===== src/rtl/multicycle_controller_pkg.sv =====
// Shared constants for the multicycle RV32I control path:
// opcodes, FSM states, ALUOp/ALUControl and ImmSrc codes.
package multicycle_controller_pkg;

  localparam logic [6:0] OP_LW  = 7'b0000011;
  localparam logic [6:0] OP_SW  = 7'b0100011;
  localparam logic [6:0] OP_R   = 7'b0110011;
  localparam logic [6:0] OP_I   = 7'b0010011;
  localparam logic [6:0] OP_BEQ = 7'b1100011;

  typedef enum logic [3:0] {
    S_FETCH  = 4'd0,
    S_DECODE = 4'd1,
    S_MEMADR = 4'd2,
    S_MEMRD  = 4'd3,
    S_MEMWB  = 4'd4,
    S_MEMWR  = 4'd5,
    S_EXECR  = 4'd6,
    S_EXECI  = 4'd7,
    S_ALUWB  = 4'd8,
    S_BEQ    = 4'd9,
    S_TRAP   = 4'd10
  } state_t;

  typedef enum logic [1:0] {
    ALUOP_ADD   = 2'b00,
    ALUOP_SUB   = 2'b01,
    ALUOP_FUNCT = 2'b10
  } aluop_t;

  localparam logic [2:0] ALU_ADD = 3'b000;
  localparam logic [2:0] ALU_SUB = 3'b001;
  localparam logic [2:0] ALU_AND = 3'b010;
  localparam logic [2:0] ALU_OR  = 3'b011;
  localparam logic [2:0] ALU_SLT = 3'b101;

  localparam logic [1:0] IMM_I = 2'b00;
  localparam logic [1:0] IMM_S = 2'b01;
  localparam logic [1:0] IMM_B = 2'b10;

  localparam logic [1:0] RES_ALUOUT = 2'b00;
  localparam logic [1:0] RES_DATA   = 2'b01;
  localparam logic [1:0] RES_ALURES = 2'b10;

  localparam logic [1:0] SRCA_PC    = 2'b00;
  localparam logic [1:0] SRCA_OLDPC = 2'b01;
  localparam logic [1:0] SRCA_RS1   = 2'b10;

  localparam logic [1:0] SRCB_RS2  = 2'b00;
  localparam logic [1:0] SRCB_IMM  = 2'b01;
  localparam logic [1:0] SRCB_FOUR = 2'b10;

  function automatic logic [1:0] imm_src(input logic [6:0] op);
    case (op)
      OP_SW:   imm_src = IMM_S;
      OP_BEQ:  imm_src = IMM_B;
      default: imm_src = IMM_I;
    endcase
  endfunction

endpackage


===== src/rtl/multicycle_controller_alu_decoder.sv =====
// ALU decoder: maps ALUOp and funct fields to ALUControl.
// Only R-type (op[5]=1) with instr[30]=1 selects subtract.
module alu_decoder
  import multicycle_controller_pkg::*;
(
  input  aluop_t      alu_op,
  input  logic [2:0]  funct3,
  input  logic        op5,
  input  logic        funct7b5,
  output logic [2:0]  alu_control
);

  always_comb begin
    alu_control = ALU_ADD;
    case (alu_op)
      ALUOP_ADD: alu_control = ALU_ADD;
      ALUOP_SUB: alu_control = ALU_SUB;
      ALUOP_FUNCT: begin
        case (funct3)
          3'b000:  alu_control = (op5 & funct7b5) ? ALU_SUB : ALU_ADD;
          3'b010:  alu_control = ALU_SLT;
          3'b110:  alu_control = ALU_OR;
          3'b111:  alu_control = ALU_AND;
          default: alu_control = ALU_ADD;
        endcase
      end
      default: alu_control = ALU_ADD;
    endcase
  end

endmodule


===== src/rtl/multicycle_controller.sv =====
// Multicycle RV32I control FSM: Moore decode from state, with
// PCWrite gated by zero, ALUControl by funct and ImmSrc by op.
module multicycle_controller
  import multicycle_controller_pkg::*;
#(
  parameter bit TRAP_HALT = 1'b1
) (
  input  logic       clk,
  input  logic       reset,
  input  logic [6:0] op,
  input  logic [2:0] funct3,
  input  logic       funct7b5,
  input  logic       zero,
  output logic       PCWrite,
  output logic       AdrSrc,
  output logic       MemWrite,
  output logic       IRWrite,
  output logic       RegWrite,
  output logic [1:0] ResultSrc,
  output logic [1:0] ALUSrcA,
  output logic [1:0] ALUSrcB,
  output logic [2:0] ALUControl,
  output logic [1:0] ImmSrc,
  output logic       instr_done,
  output logic       illegal_instr
);

  state_t state;
  state_t next;
  aluop_t alu_op;
  logic   pc_update;
  logic   branch;

  always_ff @(posedge clk or posedge reset) begin
    if (reset) state <= S_FETCH;
    else       state <= next;
  end

  always_comb begin
    next          = S_FETCH;
    pc_update     = 1'b0;
    branch        = 1'b0;
    AdrSrc        = 1'b0;
    MemWrite      = 1'b0;
    IRWrite       = 1'b0;
    RegWrite      = 1'b0;
    ResultSrc     = RES_ALUOUT;
    ALUSrcA       = SRCA_PC;
    ALUSrcB       = SRCB_RS2;
    alu_op        = ALUOP_ADD;
    instr_done    = 1'b0;
    illegal_instr = 1'b0;
    case (state)
      S_FETCH: begin
        IRWrite   = 1'b1;
        ALUSrcB   = SRCB_FOUR;
        ResultSrc = RES_ALURES;
        pc_update = 1'b1;
        next      = S_DECODE;
      end
      S_DECODE: begin
        ALUSrcA = SRCA_OLDPC;
        ALUSrcB = SRCB_IMM;
        case (op)
          OP_LW, OP_SW: next = S_MEMADR;
          OP_R:         next = S_EXECR;
          OP_I:         next = S_EXECI;
          OP_BEQ:       next = S_BEQ;
          default:      next = S_TRAP;
        endcase
      end
      S_MEMADR: begin
        ALUSrcA = SRCA_RS1;
        ALUSrcB = SRCB_IMM;
        next    = (op == OP_LW) ? S_MEMRD : S_MEMWR;
      end
      S_MEMRD: begin
        AdrSrc = 1'b1;
        next   = S_MEMWB;
      end
      S_MEMWB: begin
        ResultSrc  = RES_DATA;
        RegWrite   = 1'b1;
        instr_done = 1'b1;
      end
      S_MEMWR: begin
        AdrSrc     = 1'b1;
        MemWrite   = 1'b1;
        instr_done = 1'b1;
      end
      S_EXECR: begin
        ALUSrcA = SRCA_RS1;
        ALUSrcB = SRCB_RS2;
        alu_op  = ALUOP_FUNCT;
        next    = S_ALUWB;
      end
      S_EXECI: begin
        ALUSrcA = SRCA_RS1;
        ALUSrcB = SRCB_IMM;
        alu_op  = ALUOP_FUNCT;
        next    = S_ALUWB;
      end
      S_ALUWB: begin
        RegWrite   = 1'b1;
        instr_done = 1'b1;
      end
      S_BEQ: begin
        ALUSrcA    = SRCA_RS1;
        ALUSrcB    = SRCB_RS2;
        alu_op     = ALUOP_SUB;
        branch     = 1'b1;
        instr_done = 1'b1;
      end
      S_TRAP: begin
        illegal_instr = 1'b1;
        if (TRAP_HALT) begin
          next = S_TRAP;
        end else begin
          next       = S_FETCH;
          instr_done = 1'b1;
        end
      end
      default: next = S_FETCH;
    endcase
  end

  assign PCWrite = pc_update | (branch & zero);
  assign ImmSrc  = imm_src(op);

  alu_decoder u_alu_dec (
    .alu_op      (alu_op),
    .funct3      (funct3),
    .op5         (op[5]),
    .funct7b5    (funct7b5),
    .alu_control (ALUControl)
  );

endmodule


===== config.mk =====
export PLATFORM = sky130hd
export DESIGN_NAME = multicycle_controller
export DESIGN_NICKNAME = d
export VERILOG_FILES = /design/src/rtl/multicycle_controller_pkg.sv /design/src/rtl/multicycle_controller_alu_decoder.sv /design/src/rtl/multicycle_controller.sv
export SDC_FILE = /design/constraint.sdc
export NUM_CORES = 1
export LEC_CHECK = 0
export CORE_MARGIN = 4
export CORE_UTILIZATION = 37
export CTS_CLUSTER_SIZE = 30
export DETAILED_ROUTE_END_ITERATION = 8
export HOLD_SLACK_MARGIN = 0.08
export PLACE_DENSITY_LB_ADDON = 0.25
export SLEW_MARGIN = 20
export SYNTH_ARGS = -nofsm -noshare
export SYNTH_HDL_FRONTEND = slang
export SYNTH_SLANG_ARGS = --single-unit

===== constraint.sdc =====
create_clock -name clk -period 5.5 [get_ports clk]
set_clock_uncertainty 0.15 [all_clocks]
set_input_delay 1.1 -clock clk [delete_from_list [all_inputs] [get_ports clk]]
set_output_delay 1.1 -clock clk [all_outputs]
set_load 0.01 [all_outputs]

==> metrics.cfg <==
[global_routing]
grt_overflow_total=0
grt_max_degree=15
grt_first_pass_wirelength_um=2440
grt_antenna_before_repair=0
grt_pass1_vias=564
global_route.usage.total_pct=16.7

[cells_and_area]
syn_to_final_growth_pct=67.8
regMostFlops=state
utilization_pct=69.0
fin_area_um2=808
fin_cells=107
largest_reg_flops=4
fill_cells=106
drive_gt1_share_pct=6.45
antennaDiodeCount=0
final_nets=111
reg_top3=state (4)

[sta]
setup_viol=0
fmax_mhz=251
layout_setup_ws_ns=1.52
tns_ns=0
worst_slew_pin_slew_ns=0.433
hold_viol=0
slew_viol_final=0
rsz0062_at_grt=false
relSlewSlack_pct=71.1
finalCriticalPeriod_ns=3.98
post-route-period-util_pct=72.4

[drt]
ant_nets=0
vias=599
wl_um=1430
via_per_inst=5.60
firstDrtPassIters=4
drc=0
drt-wirelength-per-cell_um=13.3
drt_iter0_markers=17

[place]
dpl.hpwl_um=1120
pre_cts_ws_ns=1.53
dp_cells=104
gp_congestion=0.735
placed_cell_area_um2=786
port_buffers=31

[clock_tree]
cts_sinks=4
cts_hold_buf=0
cts_resized=0
cts_tree=yes
cts_made_buffers=3
h-tree-depth=1
insertion_delay_ns=0.23
cts.reportedPaths.clkPinSlew_ns=0.04
clockBufferDepth=2
post-cts-setup-buffers=0
cts_root_buf=clkbuf_4

[critical_path]
crit_fanout=5
required_ns=4.25
r2r-start=state[1]
rr_worst_depth=3
r2r_setup_slack_ns=3.89
cp-start-kind=primary input
worstPathArrival_ns=2.73
cp-end-kind=output pin
startpoint=op[2]
crit_type=primary input to output pin
r2r-end=state[3]

[die]
die_w_um=44.1
num_rows=12
start_util_pct=41.1
ios=32
die_h_um=44.1
die_area_um2=1940
core_area_um2=1170

[synthesis]
ys_warn_count=0
synth_cell_types=33
async_flop_share_pct=100
ys.flop_type=dfrtp_1
synth_edf_count=0
syn_area_um2=482
yosysTopAreaCell=dfrtp_1
ys_seq_elements=4
yosysTopAreaCellShare_pct=20.8
synth_most_common_cell=nor2_1
yosysSeqAreaShare_pct=20.8
syn_inst=64
synth_common_cells=nor2_1 (8), inv_1 (5), nand2b_1 (5)
synth_area_leaders=dfrtp_1 (21%), nand2b_1 (6.5%), nand3b_1 (6.2%)
synth_nets=80
synth.avg_cell_area_um2=7.53

[hold_path]
min-delay-start=state[3]
hold_end=state[0]
hold_path.class=flop to flop
hold_depth=1

[flow_run]
maxCapViolCount=0

[run_status]
outcome=completed

[pwr]
p_leak_nw=0.322
vdd_drop_max_uv=339
powerDensity_nw_per_um2=418

## placed cells by master (no fill, tap or decap), types with 2 or more instances in the layout
cell type        instances
nor3_1                   3
a21o_1                   2
clkbuf_4                 3
nor4_1                   2
nand3_1                  2
dfrtp_1                  4
nor2_1                   8
a21oi_1                  3
ha_1                     2
nand3b_1                 4
nand2b_1                 5
clkdlybuf4s50_1         31
inv_1                    5
## routing by layer
metal	part of all wire, %	GRT usage [%]	vias to the layer above
met5	0	0	-
met4	0.84	9.04	0
met3	9.5	2.85	2
met2	48	29.1	37
met1	41	19.3	266
li1	-	-	294
## how the worst max path moves through the flow
stage	slack, ns	cells after the start	to
finish	1.52	4	ImmSrc[0]
global route	1.35	4	ImmSrc[0]
CTS	1.51	4	ImmSrc[0]
detailed placement	1.53	4	ImmSrc[0]
global placement	1.59	4	ImmSrc[0]
floorplan	2.42	2	ImmSrc[0]
## final cells by class
cell class	count	area, um2	share of cell area [%]
Clock buffer	3	22.5	2.79
Inverter	5	18.8	2.32
Multi-Input combinational cell	50	339	42.0
Sequential cell	4	100	12.4
Tap cell	14	17.5	2.17
Timing Repair Buffer	31	310	38.4
## report_power, final
group / internal [mW] / switching [mW] / total [mW] / leakage, nW
clock network: 0.0244 / 0.0123 / 0.0368 / 0.0138
logic: 0.133 / 0.0888 / 0.222 / 0.257
registers: 0.0410 / 0.0383 / 0.0793 / 0.0515
total: 0.199 / 0.139 / 0.338 / 0.322
## metrics by stage
stage / total power, mW / hold WS [ns]
3_5_place_dp: 0.302 / 0.487
4_1_cts: 0.340 / 0.490
6_report: 0.338 / 0.492
2_1_floorplan: 0.194 / 0.412
3_3_place_gp: 0.298 / 0.484
5_1_grt: 0.369 / 0.528
## worst max-delay path, cell delays in order
cell and delay, ns:
clkdlybuf4s50_1 0.41, nand4bb_1 0.29, nor4b_1 0.33, clkdlybuf4s50_1 0.60
## cells by family (layout without fill, tap and decap cells)
group / Yosys count / in the layout / share of synthesized area, %
xor gates and xnor gates: 1 / 1 / 1.82
AOI/OAI and AO/OA: 12 / 12 / 19.2
and+or+nand+nor: 35 / 35 / 44.2
adders and majority gates: 2 / 2 / 5.19
buffers and inverters: 10 / 39 / 8.83
DFF: 4 / 4 / 20.8
Power figures use the tool's default switching activity.
